## src/rtl/regfile_wb_arbiter.sv

```systemverilog
// regfile_wb_arbiter: arbitrates two writeback ports onto one register-file write port, with a bulk init fill
module regfile_wb_arbiter #(
  parameter bit PRIO_MODE = 1'b0
) (
  input  logic        clk,
  input  logic        reset_n,
  input  logic        req0_valid,
  input  logic [4:0]  req0_addr,
  input  logic [31:0] req0_data,
  output logic        req0_ready,
  input  logic        req1_valid,
  input  logic [4:0]  req1_addr,
  input  logic [31:0] req1_data,
  output logic        req1_ready,
  input  logic        init_start,
  input  logic [31:0] init_data,
  output logic        reg_write,
  output logic [4:0]  w_reg0,
  output logic [31:0] w_data,
  output logic        busy,
  output logic        init_done
);
  typedef enum logic {ARB, INIT} state_t;
  state_t      state, state_nx;
  logic [4:0]  cnt, cnt_nx;
  logic        ptr;
  logic        arb, g0, g1, init_wr, hs_wr;
  logic [4:0]  hs_addr;
  logic [31:0] hs_data;
  assign arb        = reset_n && state == ARB && !init_start;
  assign g0         = arb && req0_valid && (PRIO_MODE || !req1_valid || !ptr);
  assign g1         = arb && req1_valid && !g0;
  assign req0_ready = g0;
  assign req1_ready = g1;
  assign hs_addr    = g0 ? req0_addr : req1_addr;
  assign hs_data    = g0 ? req0_data : req1_data;
  assign init_wr    = state == INIT;
  assign hs_wr      = (g0 || g1) && hs_addr != 5'd0;
  // next state and fill counter: the counter runs 1..31 and then drops back to ARB
  always_comb begin
    state_nx = state;
    cnt_nx   = cnt;
    if (state == ARB && init_start) begin
      state_nx = INIT;
      cnt_nx   = 5'd1;
    end else if (state == INIT) begin
      state_nx = cnt == 5'd31 ? ARB : INIT;
      cnt_nx   = cnt == 5'd31 ? 5'd0 : cnt + 5'd1;
    end
  end
  // registered write port, round-robin pointer (1 = favour req1) and init status
  always_ff @(posedge clk) begin
    if (!reset_n) begin
      state     <= ARB;
      cnt       <= 5'd0;
      ptr       <= 1'b0;
      reg_write <= 1'b0;
      w_reg0    <= 5'd0;
      w_data    <= 32'd0;
      busy      <= 1'b0;
      init_done <= 1'b0;
    end else begin
      state     <= state_nx;
      cnt       <= cnt_nx;
      if (g0 || g1) ptr <= g0;
      reg_write <= init_wr || hs_wr;
      if (init_wr) begin
        w_reg0 <= cnt;
        w_data <= init_data;
      end else if (hs_wr) begin
        w_reg0 <= hs_addr;
        w_data <= hs_data;
      end
      busy      <= init_wr || init_start;
      init_done <= init_wr && cnt == 5'd31;
    end
  end
endmodule

```

## config.mk

```make
export PLATFORM = sky130hd
export DESIGN_NAME = regfile_wb_arbiter
export DESIGN_NICKNAME = d
export VERILOG_FILES = /design/src/rtl/regfile_wb_arbiter.sv
export SDC_FILE = /design/constraint.sdc
export NUM_CORES = 1
export LEC_CHECK = 0
export CAP_MARGIN = 5
export CORE_MARGIN = 4
export CORE_UTILIZATION = 39
export DETAILED_ROUTE_END_ITERATION = 16
export PLACE_DENSITY = 0.88
export SETUP_SLACK_MARGIN = 0.02
export SYNTH_ARGS = -nofsm -noshare
export SYNTH_HDL_FRONTEND = slang
export SYNTH_SLANG_ARGS = --single-unit
```

## constraint.sdc

```tcl
create_clock -name clk -period 1.7 [get_ports clk]
set_input_delay 0.255 -clock clk [delete_from_list [all_inputs] [get_ports clk]]
set_output_delay 0.255 -clock clk [all_outputs]
set_load 0.02 [all_outputs]
```

==> qor.txt, run 1 <==
outcome: complete, but fails checks
failing checks: negative setup slack
Worst-path clk slew: 90 ps
Pleak: 0.001941 uW
CORE AREA: 6832 um^2
dpl hpwl: 7.176 mm
CTS Hold Bufs: 0
element type at the critical path end: flop
Arrival @ worst endpoint: 1990 ps
clock tree from TritonCTS: yes
# fillers: 476
layout cells sized above 1: 29.21%
HP Class: in -> reg
Worst Skew: 9.537 ps
Syn Nets: 423
PwrDens: 553.0 nW/um^2
global-route track usage on met2: 43.26%
met3 usage: 5.280%
Final Cycle Share: 105.6%
antenna violations before repair: 0
Post-synth EDFFs: 0
Clk Latency, worst-skew pair: 310 ps
final hold violation count: 0
largest cells by area after synthesis: dfxtp_1 34%, mux2_2 14%, o31ai_1 10%, nand4_1 7.7%, a31oi_1 7.4%
total CTS buffers: 5
met1 Track Usage GR: 29.41%
gr usage total: 24.55%
Register Area: 943.4 um^2
die footprint: 8522 um^2
mapped cell area: 2773 um^2
clock share of power: 24.5%
CP Max Fanout: 9
gr busiest metal: met2
Async SR Flop Fraction: 0%
Distinct cells, synth: 40
NumNets Final: 605
Max rail drop VDD: 350.6 uV
CTS Buffer Depth: 2
Synth area leader: dfxtp_1
Initial Utilization: 40.59%
Diodes inserted: 0
DRT Wirelength: 12.59 mm
switch share: 30.22%
# rows: 30
die width: 92.32 um
relative slew slack: 81.63%
Setup Crit Path Kind: reg -> reg
vias per inst: 5.895
Seq cells post-synth: 47
Num Clock Sinks: 47
setup ws final: -95.64 ps
Min Clock Period, post-route: 1796 ps
Setup violations, final: 37
post-synth top area share: 33.94%
Overflow after GRT: 0
yosys warns: 0
number of global-route vias before repair: 3320
Required @ worst endpoint: 1890 ps
via count: 3472
multi-input logic area: 1824 um^2
fin util: 77.58%
die height: 92.32 um
Placer Congestion: 0.8115
cell with the most instances after synthesis: dfxtp_1
antenna viol nets, final: 0
Primary FF master, synth: dfxtp_1
switching power: 885.7 uW
sequential share of the synthesized area: 33.94%
RSZ-0062 raised after global routing: yes
Sequential Power Share: 41.6%
post-DR wirelength/cell: 21.37 um
largest net degree at the start of global routing: 39
Slew Viols, Final: 0
initial detailed-routing violation count: 156
Post-synth top cells: 47 x dfxtp_1, 37 x o31ai_1, 34 x mux2_2, 34 x nand4_1
f_max: 556.9 MHz
Mapped Cells: 310
DRC Markers: 0
drt pass-1 iters: 7
combinational fraction of design power: 33.9%
wire length of the first global-routing pass: 16.73 mm
area grow syn2layout: 91.16%
I/O Pins: 153
pre-CTS WS: -603.7 ps
CP startpoint kind: flop
Internal: 2045 uW
Max-Cap Viols: 0
IO buf count: 152
H-tree levels: 2
Slew @ Worst Pin: 273.4 ps
Avg Cell Area, Syn: 8.944 um^2
Clock Tree Root: clkbuf_8
## layout by cell type (no fill, tap or decap), types with 2 or more instances in the layout
master and count:
mux2_1 2, a31oi_1 33, dfxtp_2 2, buf_4 25, and3_1 3, clkbuf_16 7, clkinv_4 2, nor3b_1 3
o31ai_2 19, nor2_4 2, mux2_2 34, clkbuf_8 5, buf_12 10, nand4_1 34, dfxtp_1 45, o31ai_1 13
dlymetal6s2s_1 4, dlygate4sd2_1 3, o31ai_4 5, ha_1 2, nand2_1 33, or3_4 2, a22oi_1 4, nor2_1 7
clkdlybuf4s50_1 143, a21oi_1 8, buf_16 2, buf_6 15
## layout make-up
| cell class | count | area share (%) |
|---|---|---|
| timing repair buffer | 211 | 43.67 |
| inverter | 1 | 0.07082 |
| tap | 96 | 2.266 |
| clock inverter | 3 | 0.4721 |
| multi-input combinational | 226 | 34.42 |
| clock buffer | 5 | 1.298 |
| sequential | 47 | 17.80 |
## cell families (layout without fill, tap and decap cells)
| kind of cell | Yosys count | in the layout | share of synthesized area [%] |
|---|---|---|---|
| compound gates | 94 | 94 | 24.05 |
| xor+xnor | 2 | 2 | 0.6319 |
| fa+ha+maj | 2 | 2 | 0.9024 |
| buf+inv | 38 | 220 | 8.393 |
| flops | 47 | 47 | 33.93 |
| mux | 36 | 36 | 14.62 |
| simple gates | 91 | 92 | 17.46 |
## power groups by stage
| stage | combinational, uW | sequential, uW | clock [uW] |
|---|---|---|---|
| 2_1_floorplan | 304 | 1300 | 0 |
| 3_3_place_gp | 826 | 1230 | 0 |
| 3_5_place_dp | 844 | 1230 | 0 |
| 4_1_cts | 897 | 1210 | 720 |
| 5_1_grt | 1050 | 1230 | 749 |
| 6_report | 993 | 1220 | 718 |
## through the flow
| stage | power [uW] | cell area, um^2 | std cells | TNS [ps] | hold WS (ps) |
|---|---|---|---|---|---|
| finish | 2931 | 5300 | 589 | -1393 | 382.1 |
| global placement | 2055 | 4427 | 546 | -20530 | 460.9 |
| detailed placement | 2077 | 4427 | 546 | -22840 | 471.0 |
| CTS | 2825 | 4713 | 566 | -1171 | 487.0 |
| floorplan | 1603 | 2773 | 310 | 0 | 371.1 |
| global route | 3025 | 5300 | 589 | -4513 | 400.7 |
## registers in the layout, indices dropped and copies added (netlist names)
| signal | count |
|---|---|
| init_wr | 1 |
| w_data | 32 |
| busy | 1 |
| cnt | 5 |
| w_reg0 | 5 |
| ptr | 1 |
| init_done | 1 |
| reg_write | 1 |
## path summary, 6_finish.rpt
kind | start | to | slack, ps | cells past startpoint
min | reset_n | cnt[0] | 380 | 3
max reg2reg | init_wr | w_data[5] | -100 | 9
max | init_wr | w_data[5] | -100 | 9
min reg2reg | w_data[3] | w_data[3] | 480 | 2
## repair_timing
item                                    in CTS  in global routing
gates resized for setup                     30                 68
buffers inserted                             8                 12
pin swaps                                    8                 16
cloned                                       4                 13
endpoints found under the setup margin      40                 41
## per-layer routing
layer,vias up,share of wire [%]
li1,1575,-
met1,1677,38
met2,199,52
met3,21,8.1
met4,0,1.9
met5,-,0
## critical path, stage by stage, from the launching register on
cell	delay (ps)
dfxtp_2	350
buf_6	120
nor3b_4	260
buf_6	170
buf_4	110
nand4_1	110
buf_6	170
buf_4	170
nand4_1	110
a31oi_1	90
No activity file was read; power rests on OpenSTA's default activity.
==> run 2: changes to the inputs <==
Settings changed: MAX_ROUTING_LAYER set to met4.
==> qor.txt, run 2 (same netlist as run 1, synthesis figures left out) <==
CORE AREA: 6832 um^2 (unchanged)
Worst Skew: 6.569 ps (-2.968 ps)
# fillers: 518 (+8.8%)
die height: 92.32 um (unchanged)
clock tree from TritonCTS: yes
Top Registers: w_data (32), cnt (5), w_reg0 (5)
total CTS buffers: 5 (unchanged)
Clk Latency, worst-skew pair: 310 ps (about the same)
layout cells sized above 1: 23.09% (-6.1 points)
commonest non-fill, non-tap cell in the layout: clkdlybuf4s50_1
NumNets Final: 597 (-1.3%)
Worst Hold Depth: 3 (unchanged)
Diodes inserted: 0 (unchanged)
largest net degree at the start of global routing: 39 (unchanged)
Worst-path clk slew: 90 ps (about the same)
initial detailed-routing violation count: 178 (+14%)
setup tns final: -818.6 ps (+574.9 ps)
I/O Pins: 153 (unchanged)
Largest register FFs: 32 (unchanged)
Setup Crit Path Kind: reg -> reg
Num Clock Sinks: 47 (unchanged)
antenna violations before repair: 0 (unchanged)
CP max stage delay: 350 ps (about the same)
DP Area: 4427 um^2 (unchanged)
Required @ worst endpoint: 1890 ps (about the same)
post-DR wirelength/cell: 20.16 um (-5.7%)
via count: 3424 (-1.4%)
DRT Wirelength: 11.71 mm (-6.9%)
Pleak: 0.001938 uW (-0.13%)
outcome: complete, but fails checks
pre-CTS WS: -603.7 ps (unchanged)
Max-Cap Viols: 0 (unchanged)
Power Total: 2887 uW (-1.5%)
worst hold path startpoint: reset_n
final hold violation count: 0 (unchanged)
cell repeated most along the worst path: buf_4
vias per inst: 5.893 (about the same)
CP Max Fanout: 9 (unchanged)
IO buf count: 152 (unchanged)
FF-to-FF End: w_data[5]
Clock Tree Root: clkbuf_8
# rows: 30 (unchanged)
Final Cycle Share: 104.5% (-1.1 points)
CP Cell Sequence: buf_6 > nor3b_4 > buf_6 > buf_4 > nand4_1 > buf_4 > buf_4 > nand4_1 > a31oi_1
Reg2Reg Depth: 9 (unchanged)
crit path from: init_wr
failing checks: negative setup slack
PwrDens: 575.0 nW/um^2 (+4.0%)
global-route track usage on met2: 43.38% (+0.12 points)
CTS Buffer Depth: 2 (unchanged)
drt pass-1 iters: 5 (-2)
Max rail drop VDD: 348.1 uV (-0.71%)
Biggest register: w_data
f_max: 562.9 MHz (+1.1%)
Placer Congestion: 0.8234 (+1.5%)
met1 Track Usage GR: 29.51% (+0.10 points)
RSZ-0062 raised after global routing: yes
R2R setup slack: -80 ps (+20 ps)
met3 usage: 4.874% (-0.41 points)
die width: 92.32 um (unchanged)
Min Clock Period, post-route: 1776 ps (-19.28 ps)
RR Startpoint: init_wr
relative slew slack: 77.68% (-4.0 points)
gr busiest metal: met2
die footprint: 8522 um^2 (unchanged)
Worst setup endpoint: w_data[5]
Hold Slack: 387.8 ps (+5.624 ps)
dpl hpwl: 7.176 mm (unchanged)
wire length of the first global-routing pass: 16.70 mm (-0.16%)
number of global-route vias before repair: 3326 (+0.18%)
Slew Viols, Final: 0 (unchanged)
antenna viol nets, final: 0 (unchanged)
element type at the critical path end: flop
Setup violations, final: 31 (-16%)
Initial Utilization: 40.59% (unchanged)
critical path's slowest cell: dfxtp_2
gr usage total: 25.20% (+0.66 points)
setup ws final: -76.36 ps (+19.28 ps)
H-tree levels: 2 (unchanged)
area grow syn2layout: 81.09%
Arrival @ worst endpoint: 1960 ps (-30 ps)
CP startpoint kind: flop
Final Instance Area: 5021 um^2 (-5.3%)
commonest cells after routing, fill and taps aside: 143 x clkdlybuf4s50_1, 45 x dfxtp_1, 34 x mux2_2, 34 x o31ai_1, 34 x nand4_1
HP Class: in -> reg
DRC Markers: 0 (unchanged)
Slew @ Worst Pin: 334.0 ps (+60.56 ps)
Overflow after GRT: 0 (unchanged)
-- run 2: changes by cell type in the layout (fill, tap and decap cells not counted), moves of 3 or more --
cell | before | now
o31ai_2 | 19 | 3
o31ai_1 | 13 | 34
clkbuf_16 | 7 | 4
buf_6 | 15 | 11
o31ai_4 | 5 | 0
-- run 2: critical path, delay by kind of cell (launching register included) --
family,cells,cell delay (ps)
DFF,1,350
and+or+nand+nor,3,450
AOI/OAI and AO/OA,1,90
buffers and inverters,5,760
-- run 2: layout make-up --
cell class	instances	area, um^2	share of cell area, %
Clock inverter	3	25.02	0.4984
Multi-Input combinational cell	226	1663	33.12
Timing Repair Buffer	203	2197	43.76
Clock buffer	5	68.82	1.371
Sequential cell	47	943.4	18.79
Inverter	1	3.754	0.07476
Tap cell	96	120.1	2.392
-- run 2: worst min-delay path by stage --
stage | end | slack (ps)
after floorplan | ptr | 370
after global placement | w_data[3] | 460
after detailed placement | w_reg0[1] | 470
after CTS | w_data[0] | 490
after global routing | cnt[0] | 400
final | init_done | 390
-- run 2: what timing repair did --
item                       CTS  global route
setup endpoints to repair   40            41
buffers inserted             8             9
pin swaps                    8            18
resized for setup           30            36
cloned                       4             8
hold buffers                 0             0
-- run 2: report_power, final --
part	internal, uW	total [uW]	switching [uW]
registers	1170	1210	42.6
logic	566	960	394
clock network	295	716	421
-- run 2: metrics by stage --
stage / instances / utilization (%)
6_report: 581 / 73.50
5_1_grt: 581 / 73.50
4_1_cts: 566 / 68.99
3_5_place_dp: 546 / 64.80
3_3_place_gp: 546 / 64.80
2_1_floorplan: 310 / -
-- run 2: metal layers --
layer / vias to the layer above / share of wire (%)
met2: 213 / 50
met3: 39 / 8.1
met1: 1620 / 39
met4: 0 / 3.8
met5: - / 0
li1: 1552 / -
==> run 3: changes to the inputs <==
Settings changed: GPL_TIMING_DRIVEN set to 0.
==> qor.txt, run 3 (same netlist as run 1, synthesis figures left out) <==
outcome: finished, final reports clean
relative slew slack: 62.62% (-15 points)
Largest register FFs: 32 (unchanged)
layout cells sized above 1: 21.68% (-1.4 points)
Max-Cap Viols: 0 (unchanged)
die footprint: 8522 um^2 (unchanged)
clock tree from TritonCTS: yes
antenna viol nets, final: 0 (unchanged)
Sequential Power Share: 43.9% (+2.0 points)
f_max: 601.9 MHz (+6.9%)
Power Total: 2755 uW (-4.6%)
PwrDens: 567.4 nW/um^2 (-1.3%)
HP Class: in -> reg
critical path's slowest cell: a2111o_1
antenna violations before repair: 0 (unchanged)
CTS Hold Bufs: 0 (unchanged)
initial detailed-routing violation count: 168 (-5.6%)
switch share: 28.30% (-1.4 points)
multi-input logic area: 1644 um^2 (-1.1%)
Register Area: 945.9 um^2 (+0.27%)
Top Registers: w_data (32), cnt (5), w_reg0 (5)
switching power: 779.7 uW (-9.1%)
element type at the critical path end: flop
CP startpoint kind: flop
Setup Crit Path Kind: reg -> reg
Biggest register: w_data
number of global-route vias before repair: 3275 (-1.5%)
Worst Skew: 7.940 ps (+1.371 ps)
commonest non-fill, non-tap cell in the layout: clkdlybuf4s50_1
Max rail drop VDD: 339.3 uV (-2.5%)
CTS Buffer Depth: 2 (unchanged)
CORE AREA: 6832 um^2 (unchanged)
Placer Congestion: 0.8583 (+4.2%)
CP Cell Sequence: a21boi_4 > buf_6 > a2111o_1 > buf_6 > buf_4 > nand4_1 > a31oi_1
Slew @ Worst Pin: 560.7 ps (+226.8 ps)
fin util: 71.08% (-2.4 points)
NumNets Final: 601 (+0.67%)
clock share of power: 23.8% (-1.0 points)
H-tree levels: 2 (unchanged)
combinational fraction of design power: 32.3% (-1.0 points)
Internal: 1976 uW (-2.7%)
total CTS buffers: 5 (unchanged)
final hold violation count: 0 (unchanged)
via count: 3293 (-3.8%)
Final Instance Area: 4856 um^2 (-3.3%)
vias per inst: 5.629 (-4.5%)
Slew Viols, Final: 0 (unchanged)
Overflow after GRT: 0 (unchanged)
CP Max Fanout: 6 (-3)
die width: 92.32 um (unchanged)
DP Area: 4404 um^2 (-0.51%)
Min Clock Period, post-route: 1661 ps (-115.0 ps)
drt pass-1 iters: 4 (-1)
I/O Pins: 153 (unchanged)
commonest cells after routing, fill and taps aside: 141 x clkdlybuf4s50_1, 45 x dfxtp_1, 34 x mux2_2, 34 x nand4_1
Diodes inserted: 0 (unchanged)
Clk Latency, worst-skew pair: 290 ps (-20 ps)
IO buf count: 151 (-0.66%)
Num Clock Sinks: 47 (unchanged)
Worst-path clk slew: 90 ps (about the same)
Setup violations, final: 0 (-100%)
Arrival @ worst endpoint: 1830 ps (-130 ps)
CP max stage delay: 450 ps (+100 ps)
Final Cycle Share: 97.73% (-6.8 points)
Initial Utilization: 40.59% (unchanged)
Pleak: 0.001871 uW (-3.5%)
largest net degree at the start of global routing: 14 (-64%)
die height: 92.32 um (unchanged)
RSZ-0062 raised after global routing: yes
# fillers: 546 (+5.4%)
Required @ worst endpoint: 1870 ps (-20 ps)
gr usage total: 23.38% (-1.8 points)
Clock Tree Root: clkbuf_8
dpl hpwl: 7.665 mm (+6.8%)
DRC Markers: 0 (unchanged)
post-DR wirelength/cell: 18.03 um (-11%)
cell repeated most along the worst path: buf_6
wire length of the first global-routing pass: 15.82 mm (-5.3%)
area grow syn2layout: 75.14%
DRT Wirelength: 10.55 mm (-10%)
# rows: 30 (unchanged)
-- run 3: cell types whose count changed in the layout (fill, tap and decap cells not counted), moves of 3 or more --
cell / previous run / this run
clkbuf_1: 0 / 10
buf_4: 24 / 15
buf_12: 10 / 2
buf_6: 11 / 17
buf_2: 0 / 5
clkbuf_8: 5 / 8
-- run 3: layout make-up --
type / instances / area share, %
multi-input cells: 225 / 33.86
flip-flops and latches: 47 / 19.48
plain buffers: 36 / 6.493
well taps: 96 / 2.474
repair buffers: 172 / 35.94
clock inverters: 1 / 0.1031
clock buffers: 7 / 1.572
inverters: 1 / 0.07730
-- run 3: metrics by stage --
stage	setup WS, ps	cells	hold slack, ps	TNS (ps)
4_1_cts	1.440	575	312.2	0
5_1_grt	-9.744	585	326.5	-21.63
6_report	38.62	585	324.3	0
3_3_place_gp	-705.8	557	456.1	-21600
3_5_place_dp	-745.7	557	463.0	-23510
2_1_floorplan	135.6	310	371.1	0
-- run 3: path summary, 6_finish.rpt --
check | from | to | slack, ps | cells after the start
min reg2reg | w_reg0[3] | w_reg0[3] | 480 | 2
min | init_start | cnt[0] | 320 | 2
max reg2reg | ptr | w_data[8] | 40 | 7
max | ptr | w_data[8] | 40 | 7
-- run 3: what timing repair did --
action | 4_1_cts | 5_1_grt
gates resized for setup | 35 | 32
setup endpoints to repair | 38 | 39
pin swaps | 3 | 17
setup buffers | 9 | 8
cloned | 1 | 3
-- run 3: critical path, delay by kind of cell (launching register included) --
family,cells,cell delay (ps)
and+or+nand+nor,1,90
DFF,1,380
buffers and inverters,3,450
AOI/OAI and AO/OA,3,610
-- run 3: power by group through the flow --
stage          logic, uW  registers [uW]  clock network, uW
6_report             889            1210                656
5_1_grt              944            1220                706
4_1_cts              859            1210                667
3_5_place_dp         834            1230                  0
3_3_place_gp         821            1230                  0
2_1_floorplan        304            1300                  0
-- run 3: routing by layer --
layer | track usage [%] | share of wire [%]
met5 | - | 0
met1 | 26.78 | 40
met4 | 6.559 | 1.8
met2 | 41.09 | 51
met3 | 5.118 | 7.3
